### src/rtl/spi_slave_shift_engine_if.sv
`timescale 1ns/1ps
// SPI pin and word-handshake bundle for spi_slave_shift_engine.
// dbgState mirrors the engine FSM (0 WAIT_RELEASE, 1 IDLE, 2 ACTIVE).
interface spi_slave_shift_engine_if #(
    parameter int WIDTH = 8
);
    logic             SCK;
    logic             _CS;
    logic             MOSI;
    logic             MISO;
    logic             miso_oe;
    logic [WIDTH-1:0] tx_data;
    logic             tx_load;
    logic             tx_ready;
    logic             tx_underrun;
    logic [WIDTH-1:0] rx_data;
    logic             rx_valid;
    logic             frame_abort;
    logic [1:0]       dbgState;

    // tx_load is honoured only in a cycle where tx_ready=1; rx_valid, tx_underrun
    // and frame_abort are single-cycle strobes with no back-pressure.
    modport slave (
        input  SCK, _CS, MOSI, tx_data, tx_load,
        output MISO, miso_oe, tx_ready, tx_underrun, rx_data, rx_valid, frame_abort, dbgState
    );

    modport master (
        output SCK, _CS, MOSI, tx_data, tx_load,
        input  MISO, miso_oe, tx_ready, tx_underrun, rx_data, rx_valid, frame_abort, dbgState
    );
endinterface

### src/rtl/spi_slave_shift_engine.sv
`timescale 1ns/1ps
// Full-duplex SPI slave shift engine running on CLK with oversampled SCK/_CS/MOSI,
// a one-word TX holding buffer, RX word strobe and underrun/abort flags.
module spi_slave_shift_engine #(
    parameter int WIDTH       = 8,
    parameter bit CPOL        = 1'b0,
    parameter bit CPHA        = 1'b0,
    parameter bit MSB_FIRST   = 1'b1,
    parameter int SYNC_STAGES = 2
) (
    input  logic                    CLK,
    input  logic                    _RST,
    spi_slave_shift_engine_if.slave bus
);
    localparam int            CW       = $clog2(WIDTH) + 1;
    localparam logic [CW-1:0] LAST_BIT = CW'(WIDTH - 1);

    typedef enum logic [1:0] {
        WAIT_RELEASE = 2'd0,
        IDLE         = 2'd1,
        ACTIVE       = 2'd2
    } state_t;

    state_t state, stateNext;

    logic [SYNC_STAGES-1:0] sckSync, csSync, mosiSync;
    logic                   sckDly;
    logic                   sckS, csS, mosiS;
    logic                   sckEdge, leadEdge, trailEdge, sampleEdge, driveEdge;
    logic                   frameStart, frameEnd, inFrame;
    logic                   doSample, doDrive, wordDone, wordStart;

    logic [CW-1:0]    bitCnt;
    logic [WIDTH-1:0] txBuf, txShift, rxShift, rxData, rxNext, wordSrc;
    logic             txFull, misoReg, rxValid, txUnderrun, frameAbort;

    function automatic logic headBit(input logic [WIDTH-1:0] w);
        return MSB_FIRST ? w[WIDTH-1] : w[0];
    endfunction

    function automatic logic [WIDTH-1:0] shiftWord(input logic [WIDTH-1:0] w);
        return MSB_FIRST ? {w[WIDTH-2:0], 1'b0} : {1'b0, w[WIDTH-1:1]};
    endfunction

    always_ff @(posedge CLK or negedge _RST) begin
        if (!_RST) begin
            sckSync  <= '0;
            csSync   <= '0;
            mosiSync <= '0;
            sckDly   <= 1'b0;
        end else begin
            sckSync  <= {sckSync[SYNC_STAGES-2:0], bus.SCK};
            csSync   <= {csSync[SYNC_STAGES-2:0], bus._CS};
            mosiSync <= {mosiSync[SYNC_STAGES-2:0], bus.MOSI};
            sckDly   <= sckS;
        end
    end

    assign sckS       = sckSync[SYNC_STAGES-1];
    assign csS        = csSync[SYNC_STAGES-1];
    assign mosiS      = mosiSync[SYNC_STAGES-1];
    assign sckEdge    = sckS != sckDly;
    assign leadEdge   = sckEdge && (sckS != CPOL);
    assign trailEdge  = sckEdge && (sckS == CPOL);
    assign sampleEdge = CPHA ? trailEdge : leadEdge;
    assign driveEdge  = CPHA ? leadEdge : trailEdge;

    always_ff @(posedge CLK or negedge _RST) begin
        if (!_RST) state <= WAIT_RELEASE;
        else       state <= stateNext;
    end

    always_comb begin
        stateNext  = state;
        frameStart = 1'b0;
        frameEnd   = 1'b0;
        case (state)
            WAIT_RELEASE: if (csS) stateNext = IDLE;
            IDLE: begin
                if (!csS) begin
                    stateNext  = ACTIVE;
                    frameStart = 1'b1;
                end
            end
            ACTIVE: begin
                if (csS) begin
                    stateNext = IDLE;
                    frameEnd  = 1'b1;
                end
            end
            default: stateNext = WAIT_RELEASE;
        endcase
    end

    // _CS release wins over any SCK edge seen in the same cycle.
    assign inFrame  = (state == ACTIVE) && !frameEnd;
    assign doSample = inFrame && sampleEdge;
    assign doDrive  = inFrame && driveEdge;
    assign wordDone = doSample && (bitCnt == LAST_BIT);
    // CPHA=0 starts the next word on the drive edge right after the last sample;
    // CPHA=1 starts it at once so the first bit is ready for the next drive edge.
    assign wordStart = frameStart ||
                       (CPHA ? wordDone : (doDrive && (bitCnt == '0)));
    assign wordSrc   = txFull ? txBuf : '0;
    assign rxNext    = MSB_FIRST ? {rxShift[WIDTH-2:0], mosiS} : {mosiS, rxShift[WIDTH-1:1]};

    always_ff @(posedge CLK or negedge _RST) begin
        if (!_RST) begin
            bitCnt     <= '0;
            txBuf      <= '0;
            txFull     <= 1'b0;
            txShift    <= '0;
            rxShift    <= '0;
            rxData     <= '0;
            misoReg    <= 1'b0;
            rxValid    <= 1'b0;
            txUnderrun <= 1'b0;
            frameAbort <= 1'b0;
        end else begin
            rxValid    <= 1'b0;
            txUnderrun <= 1'b0;
            frameAbort <= 1'b0;
            if (frameEnd) begin
                frameAbort <= (bitCnt != '0);
                bitCnt     <= '0;
                rxShift    <= '0;
                misoReg    <= 1'b0;
            end else begin
                if (frameStart) bitCnt <= '0;
                if (doSample) begin
                    rxShift <= rxNext;
                    if (bitCnt == LAST_BIT) begin
                        rxData  <= rxNext;
                        rxValid <= 1'b1;
                        bitCnt  <= '0;
                    end else begin
                        bitCnt <= bitCnt + CW'(1);
                    end
                end
                if (wordStart) begin
                    txUnderrun <= !txFull;
                    if (CPHA) begin
                        txShift <= wordSrc;
                    end else begin
                        misoReg <= headBit(wordSrc);
                        txShift <= shiftWord(wordSrc);
                    end
                end else if (doDrive) begin
                    misoReg <= headBit(txShift);
                    txShift <= shiftWord(txShift);
                end
            end
            // The consume sees the old buffer state; a load in the same cycle refills it.
            if (wordStart) txFull <= 1'b0;
            if (bus.tx_load && !txFull) begin
                txBuf  <= bus.tx_data;
                txFull <= 1'b1;
            end
        end
    end

    assign bus.MISO        = misoReg;
    assign bus.miso_oe     = (state == ACTIVE);
    assign bus.tx_ready    = !txFull;
    assign bus.tx_underrun = txUnderrun;
    assign bus.rx_data     = rxData;
    assign bus.rx_valid    = rxValid;
    assign bus.frame_abort = frameAbort;
    assign bus.dbgState    = state;
endmodule
### src/flat_wrapper.sv
// flat-port wrapper written by rule: the top's interface ports become plain ports
module spi_slave_shift_engine_flat 
#(
    parameter int WIDTH       = 8,
    parameter bit CPOL        = 1'b0,
    parameter bit CPHA        = 1'b0,
    parameter bit MSB_FIRST   = 1'b1,
    parameter int SYNC_STAGES = 2
)
  (CLK, _RST, bus_SCK, bus__CS, bus_MOSI, bus_tx_data, bus_tx_load, bus_MISO, bus_miso_oe, bus_tx_ready, bus_tx_underrun, bus_rx_data, bus_rx_valid, bus_frame_abort, bus_dbgState);
  spi_slave_shift_engine_if #(.WIDTH(WIDTH)) bus_i ();
  input  logic CLK;
  input  logic _RST;
  input wire logic [$bits(bus_i.SCK)-1:0] bus_SCK;
  input wire logic [$bits(bus_i._CS)-1:0] bus__CS;
  input wire logic [$bits(bus_i.MOSI)-1:0] bus_MOSI;
  input wire logic [$bits(bus_i.tx_data)-1:0] bus_tx_data;
  input wire logic [$bits(bus_i.tx_load)-1:0] bus_tx_load;
  output wire logic [$bits(bus_i.MISO)-1:0] bus_MISO;
  output wire logic [$bits(bus_i.miso_oe)-1:0] bus_miso_oe;
  output wire logic [$bits(bus_i.tx_ready)-1:0] bus_tx_ready;
  output wire logic [$bits(bus_i.tx_underrun)-1:0] bus_tx_underrun;
  output wire logic [$bits(bus_i.rx_data)-1:0] bus_rx_data;
  output wire logic [$bits(bus_i.rx_valid)-1:0] bus_rx_valid;
  output wire logic [$bits(bus_i.frame_abort)-1:0] bus_frame_abort;
  output wire logic [$bits(bus_i.dbgState)-1:0] bus_dbgState;
  assign bus_i.SCK = bus_SCK;
  assign bus_i._CS = bus__CS;
  assign bus_i.MOSI = bus_MOSI;
  assign bus_i.tx_data = bus_tx_data;
  assign bus_i.tx_load = bus_tx_load;
  assign bus_MISO = bus_i.MISO;
  assign bus_miso_oe = bus_i.miso_oe;
  assign bus_tx_ready = bus_i.tx_ready;
  assign bus_tx_underrun = bus_i.tx_underrun;
  assign bus_rx_data = bus_i.rx_data;
  assign bus_rx_valid = bus_i.rx_valid;
  assign bus_frame_abort = bus_i.frame_abort;
  assign bus_dbgState = bus_i.dbgState;
  spi_slave_shift_engine #(.WIDTH(WIDTH), .CPOL(CPOL), .CPHA(CPHA), .MSB_FIRST(MSB_FIRST), .SYNC_STAGES(SYNC_STAGES)) u_core (.CLK(CLK), ._RST(_RST), .bus(bus_i));
endmodule
### config.mk
export PLATFORM = sky130hd
export DESIGN_NAME = spi_slave_shift_engine_flat
export DESIGN_NICKNAME = d
export VERILOG_FILES = /design/src/rtl/spi_slave_shift_engine_if.sv /design/src/rtl/spi_slave_shift_engine.sv /design/src/flat_wrapper.sv
export SDC_FILE = /design/constraint.sdc
export NUM_CORES = 1
export LEC_CHECK = 0
export BUFFER_PORTS_ARGS = -buffer_cell sky130_fd_sc_hd__buf_2
export CAP_MARGIN = 20
export CORE_MARGIN = 1
export CORE_UTILIZATION = 59
export DETAILED_ROUTE_END_ITERATION = 10
export GPL_TIMING_DRIVEN = 0
export PLACE_DENSITY = 0.82
export SYNTH_ARGS = -nofsm -noshare
export SYNTH_HDL_FRONTEND = slang
export SYNTH_SLANG_ARGS = --single-unit
### constraint.sdc
create_clock -name CLK -period 3.8 [get_ports CLK]
set_input_delay 0.76 -clock CLK [delete_from_list [all_inputs] [get_ports CLK]]
set_output_delay 0.76 -clock CLK [all_outputs]
set_load 0.02 [all_outputs]
==> flow_metrics.py, run 1 <==
metrics = {
    "outcome": {
        "status": "completed",
    },
    "synthesis": {
        "syn_nets": 179,
        "yosys.area_share.simple_pct": 16.0,
        "synth_fa_ha_area_share_pct": 1.29,
        "seq_area_frac_synth_pct": 62.0,
        "synthXorXnorAreaFrac_pct": 0,
        "syn-cell-area_um2": 1940,
        "synth-compound-area-share_pct": 7.55,
        "synth_cell_types": 29,
        "yosys-mux-area-fraction_pct": 10.3,
        "synth_top_family_by_area": "simple AND/OR/NAND/NOR gates",
        "ys_warn_count": 0,
        "synth-seq-cells": 48,
        "syn_inst": 163,
        "avgSynthCellArea_um2": 11.9,
    },
    "floorplanning": {
        "core.rowCount": 20,
        "start_util_pct": 63.0,
        "coreArea_um2": 3080,
        "die_w_um": 59.3,
        "die_area_um2": 3520,
        "die_y_um": 59.3,
        "io_pins": 30,
    },
    "routing": {
        "via_per_inst": 5.36,
        "post-route-drc-count": 0,
        "wirelength_mm": 3.18,
        "first_pass_iters": 6,
        "wl_per_cell_um": 13.0,
        "ant_nets": 0,
        "via_count": 1313,
        "drt_iter0_drc": 37,
    },
    "sta": {
        "worst_pin_slew_ps": 592,
        "slew_viol_final": 0,
        "hold_violations": 0,
        "rsz0062_at_grt": "false",
        "setup_slack_ps": 1720,
        "fmax_ghz": 0.482,
        "fin_tns_setup_ps": 0,
        "finClkSkew_ps": 14.9,
        "finalSetupViolations": 0,
        "fin_crit_sh_pct": 54.6,
        "fin_crit_ps": 2080,
        "max_slew_margin_pct": 60.3,
    },
    "clock_tree": {
        "numCtsBuffers": 5,
        "hold_buffers": 0,
        "cts_resized": 0,
        "clk_latency_ps": 360,
        "clkSinkCount": 48,
        "cts_root_buf": "clkbuf_4",
        "h-tree-depth": 2,
        "path_clk_slew_ps": 130,
        "post_cts_buffers": 0,
        "cts_tree": "yes",
        "clockBufferDepth": 2,
    },
    "setup_path": {
        "crit_chain": "clkbuf_1 > inv_1 > buf_2",
        "critPathArrivalTime_ps": 1320,
        "reg2reg_depth": 4,
        "path_max_fanout": 10,
        "critPathRequiredTime_ps": 3040,
        "cp-end-kind": "output port",
        "path_class": "flop to output port",
        "critPathMaxStageDelay_ps": 390,
        "crit_path_start_kind": "flop",
        "critical-path-slowest-cell": "dfrtp_1",
    },
    "cells_and_area": {
        "fin_cells": 245,
        "nets": 216,
        "antennaDiodeCount": 0,
        "syn_to_final_growth_pct": 14.4,
        "drive_gt1_share_pct": 29.9,
    },
    "pwr": {
        "totalPowerFinal_uw": 1120,
        "p_leak_uw": 0.00106,
        "vdd_ir_drop_max_mv": 0.331,
        "p_per_area_nw_per_um2": 505,
    },
    "grt": {
        "grt_pass1_vias": 1276,
        "grt_util_all_layers_pct": 22.0,
        "antenna_found_initial": 0,
        "grt_pass1_wl_mm": 5.42,
        "grt_max_degree": 49,
        "overflow": 0,
    },
    "placement": {
        "place.gp.congestion": 0.750,
        "dp_cells": 236,
        "hpwl_mm": 2.33,
        "port_buffers": 29,
        "pre_cts_slack_ps": 1970,
    },
    "run": {
        "maxCapViolCount": 0,
    },
    "worst_hold_path": {
        "hold_path_class": "primary input to async pin",
    },
}
## path summary, 6_finish.rpt
kind	start	endpoint	slack, ps
max	u_core.txFull	bus_tx_ready	1720
min	_RST	u_core.bus.rx_data[7]	190
max reg2reg	u_core.bitCnt[0]	u_core.bus.rx_data[3]	2000
min reg2reg	u_core.csSync[0]	u_core.csSync[1]	360
max in group asynchronous	_RST	u_core.txBuf[0]	3170
min in group CLK	u_core.csSync[0]	u_core.csSync[1]	360
## cell usage in the layout, fill, tap and decap left out, types with 4 or more instances in the layout
cell type / n
dfrtp_1: 48
buf_2: 34
nand2_1: 23
mux2_2: 16
o21ai_0: 10
nor2_1: 9
a31oi_1: 7
inv_1: 6
nand3b_1: 6
nand3_1: 5
clkbuf_4: 5
clkbuf_1: 4
## layer usage
| metal | vias up | wire (um) | track usage, % |
|---|---|---|---|
| li1 | 628 | - | - |
| met1 | 645 | 1290 | 22.9 |
| met2 | 31 | 1700 | 38.2 |
| met3 | 9 | 124 | 5.68 |
| met4 | 0 | 68 | 15.6 |
| met5 | - | 0 | 0 |
## cell usage after synthesis, drive strengths merged
library cell,number,area (um2)
inv,6,22.5
buf,5,25.0
nand2,23,86.3
nand3,5,25.0
nand4b,1,8.76
and2,1,6.26
or2b,1,7.51
nor3,1,5.00
nand4bb,1,11.3
a21oi,4,23.8
ha,2,25.0
clkbuf,2,7.51
nor2,9,33.8
o21ai,10,50.1
nand3b,6,45.0
a21boi,1,7.51
o22ai,1,6.26
mux2i,2,20.0
a21o,1,7.51
a31oi,7,43.8
o211ai,1,7.51
nand2b,4,32.5
nor3b,2,15.0
dfrtp,48,1200
nor4,1,21.3
nor2b,2,12.5
mux2,16,180
## cells by family (layout without fill, tap and decap cells)
logic type / Yosys count / count (layout)
AND/OR/NAND/NOR: 57 / 57
adder cells (fa/ha/maj): 2 / 2
buffers and inverters: 13 / 51
flip-flops: 48 / 48
multiplexers: 18 / 18
AO/OA/AOI/OAI: 25 / 25
## flip-flops by register name, summed over array words and instances, names as in the netlist, 2 cells and up
name and cells:
u_core.bus.rx_data 8, u_core.sckSync 2, u_core.csSync 2, u_core.txBuf 8
u_core.rxShift 7, u_core.bus.dbgState 2, u_core.bitCnt 4, u_core.txShift 7
u_core.mosiSync 2
## layout make-up
cell class / count / area [um2]
plain buffers: 7 / 32.5
clock buffers: 8 / 58.8
fillers: 242 / 861
inverters: 6 / 22.5
multi-input cells: 102 / 682
flip-flops and latches: 48 / 1200
well taps: 44 / 55.1
repair buffers: 30 / 165
## worst max-delay path: cells and delay by family, from the launching register on
kind,cells,cell delay (ps)
DFF,1,390
buffers and inverters,3,560
## power by group
| part | leakage, uW | switching, uW | internal (uW) | total (uW) |
|---|---|---|---|---|
| Sequential | 0.000612 | 52.5 | 604 | 656 |
| Clock | 0.0000326 | 146 | 91.5 | 238 |
| Combinational | 0.000412 | 116 | 110 | 225 |
## metrics by stage
step                instance area [um2]  util, %  hold WS, ps
finish                             2220     72.0          188
CTS                                2200     71.4          368
global route                       2220     72.0          164
floorplan                          1940        -          331
global placement                   2140     69.5          334
detailed placement                 2140     69.5          341
(Power assumes the default switching activity.)
==> inputs of run 2 (changes only) <==
--- a/config.mk
+++ b/config.mk
@@ -8,10 +8,10 @@
 export BUFFER_PORTS_ARGS = -buffer_cell sky130_fd_sc_hd__buf_2
 export CAP_MARGIN = 20
 export CORE_MARGIN = 1
-export CORE_UTILIZATION = 59
+export CORE_UTILIZATION = 55
 export DETAILED_ROUTE_END_ITERATION = 10
 export GPL_TIMING_DRIVEN = 0
-export PLACE_DENSITY = 0.82
+export PLACE_DENSITY = 0.78
 export SYNTH_ARGS = -nofsm -noshare
 export SYNTH_HDL_FRONTEND = slang
 export SYNTH_SLANG_ARGS = --single-unit
==> constraint.sdc (replaced) <==
create_clock -name CLK -period 2.1 [get_ports CLK]
set_input_delay 0.42 -clock CLK [delete_from_list [all_inputs] [get_ports CLK]]
set_output_delay 0.42 -clock CLK [all_outputs]
set_load 0.02 [all_outputs]
==> run 2 against run 1 <==
Sequential power up 81%. First-iteration DRC count is 27% lower. Register-to-register slack got worse by 1700 ps. Via count down 1.6%. Non-clock buffer count is 1 higher. Critical endpoint is now u_core.bus.MISO. Worst hold slack worse by 42 ps. Utilization fell by 5.7 points. Critical path type is now flop to flop.
==> flow_metrics.py, run 2 (synthesized netlist as in run 1, its figures left out) <==
metrics = {
    "outcome": {
        "status": "completed",
    },
    "floorplanning": {
        "die_area_um2": 3770,
        "die_w_um": 61.4,
        "coreArea_um2": 3360,
        "io_pins": 30,
        "die_y_um": 61.4,
        "start_util_pct": 57.6,
        "core.rowCount": 21,
    },
    "routing": {
        "ant_nets": 0,
        "wirelength_mm": 3.20,
        "post-route-drc-count": 0,
        "via_count": 1292,
        "wl_per_cell_um": 12.9,
        "drt_iter0_drc": 27,
        "via_per_inst": 5.21,
        "first_pass_iters": 4,
    },
    "setup_path": {
        "cpLargestDelayFamily": "flip-flops",
        "crit_chain": "inv_1 > ha_1 > nor3b_1 > a21oi_1 > buf_2 > mux2i_1 > mux2i_1",
        "r2r_start": "u_core.bitCnt[0]",
        "crit_top_cell": "mux2i_1",
        "reg2reg_depth": 7,
        "r2r_end": "u_core.bus.MISO",
        "critPathRequiredTime_ps": 2360,
        "crit_start": "u_core.bitCnt[0]",
        "cp.depth": 7,
        "setup.worst_path.end": "u_core.bus.MISO",
        "path_max_fanout": 10,
        "critical_path_buf_inv_count": 2,
        "path_class": "flop to flop",
        "critPathMaxStageDelay_ps": 390,
        "critical-path-slowest-cell": "dfrtp_1",
        "crit_path_start_kind": "flop",
        "critPathArrivalTime_ps": 2080,
        "cp-end-kind": "flop",
        "reg2reg_slack_ps": 280,
    },
    "clock_tree": {
        "cts_tree": "yes",
        "numCtsBuffers": 5,
        "clk_latency_ps": 370,
        "h-tree-depth": 2,
        "cts_resized": 0,
        "path_clk_slew_ps": 130,
        "hold_buffers": 0,
        "clkSinkCount": 48,
        "cts_root_buf": "clkbuf_4",
        "post_cts_buffers": 0,
        "clockBufferDepth": 2,
    },
    "worst_hold_path": {
        "hold_path_class": "primary input to flop",
        "min-delay-start": "bus_MOSI",
    },
    "pwr": {
        "p_clk_share_pct": 21.4,
        "sw_frac_of_total_pct": 28.4,
        "p_seq_share_pct": 58.4,
        "p_int_uw": 1460,
        "power.switching_uw": 578,
        "vdd_ir_drop_max_mv": 0.474,
        "p_per_area_nw_per_um2": 913,
        "totalPowerFinal_uw": 2040,
        "combinationalPowerShare_pct": 20.2,
        "p_leak_uw": 0.00106,
    },
    "grt": {
        "antenna_found_initial": 0,
        "grt_util_all_layers_pct": 19.2,
        "grt_pass1_wl_mm": 5.00,
        "grt_max_degree": 49,
        "overflow": 0,
        "grt_pass1_vias": 1136,
    },
    "sta": {
        "finalSetupViolations": 0,
        "rsz0062_at_grt": "false",
        "hold_violations": 0,
        "finClkSkew_ps": 10.7,
        "fmax_ghz": 0.549,
        "fin_crit_sh_pct": 86.8,
        "fin_tns_setup_ps": 0,
        "worst_pin_slew_ps": 615,
        "setup_slack_ps": 277,
        "hold_slack_ps": 146,
        "slew_viol_final": 0,
        "max_slew_margin_pct": 58.7,
        "fin_crit_ps": 1820,
    },
    "placement": {
        "pre_cts_slack_ps": 276,
        "hpwl_mm": 2.35,
        "port_buffers": 29,
        "place.gp.congestion": 0.721,
    },
    "cells_and_area": {
        "ff_latch_area_um2": 1200,
        "nets": 217,
        "antennaDiodeCount": 0,
        "syn_to_final_growth_pct": 15.0,
        "drive_gt1_share_pct": 29.7,
        "fill_cells": 264,
        "final_common_cell": "dfrtp_1",
        "multiInputGateArea_um2": 682,
        "final_cell_mix": "dfrtp_1 (48), buf_2 (34), nand2_1 (23)",
    },
    "run": {
        "maxCapViolCount": 0,
    },
}
-- run 2: per-stage QoR --
stage / area, um2 / util (%) / cells
after floorplan: 1940 / - / 163
after global placement: 2140 / 63.7 / 238
after detailed placement: 2140 / 63.7 / 238
after CTS: 2200 / 65.4 / 246
after global routing: 2230 / 66.3 / 248
final: 2230 / 66.3 / 248
-- run 2: power by group through the flow --
stage / Sequential, uW / Combinational [uW] / Clock (uW)
floorplan: 1200 / 290 / 0
global placement: 1190 / 390 / 0
detailed placement: 1210 / 412 / 0
CTS: 1190 / 412 / 444
global route: 1210 / 459 / 484
finish: 1190 / 411 / 436
-- run 2: cell type report --
type	count	share of cell area, %
Timing Repair Buffer	31	7.86
Sequential cell	48	53.9
Inverter	6	1.01
Multi-Input combinational cell	102	30.6
Buffer	7	1.46
Tap cell	46	2.58
Clock buffer	8	2.64
-- run 2: worst min-delay path by stage --
| stage | endpoint | slack [ps] | cells after the start |
|---|---|---|---|
| 6_report | u_core.mosiSync[0] | 150 | 1 |
| 5_1_grt | u_core.sckSync[0] | 130 | 1 |
| 4_1_cts | u_core.mosiSync[0] | 140 | 1 |
| 3_5_place_dp | u_core.mosiSync[1] | 340 | 0 |
| 3_3_place_gp | u_core.csSync[1] | 330 | 0 |
| 2_1_floorplan | u_core.bitCnt[0] | 120 | 0 |
-- run 2: metal layers --
| layer | vias up | track usage, % | wire length (um) |
|---|---|---|---|
| met5 | - | 0 | 0 |
| met4 | 0 | 10.5 | 70 |
| met3 | 7 | 5.04 | 133 |
| met2 | 37 | 31.8 | 1590 |
| met1 | 616 | 23.1 | 1410 |
| li1 | 632 | - | - |
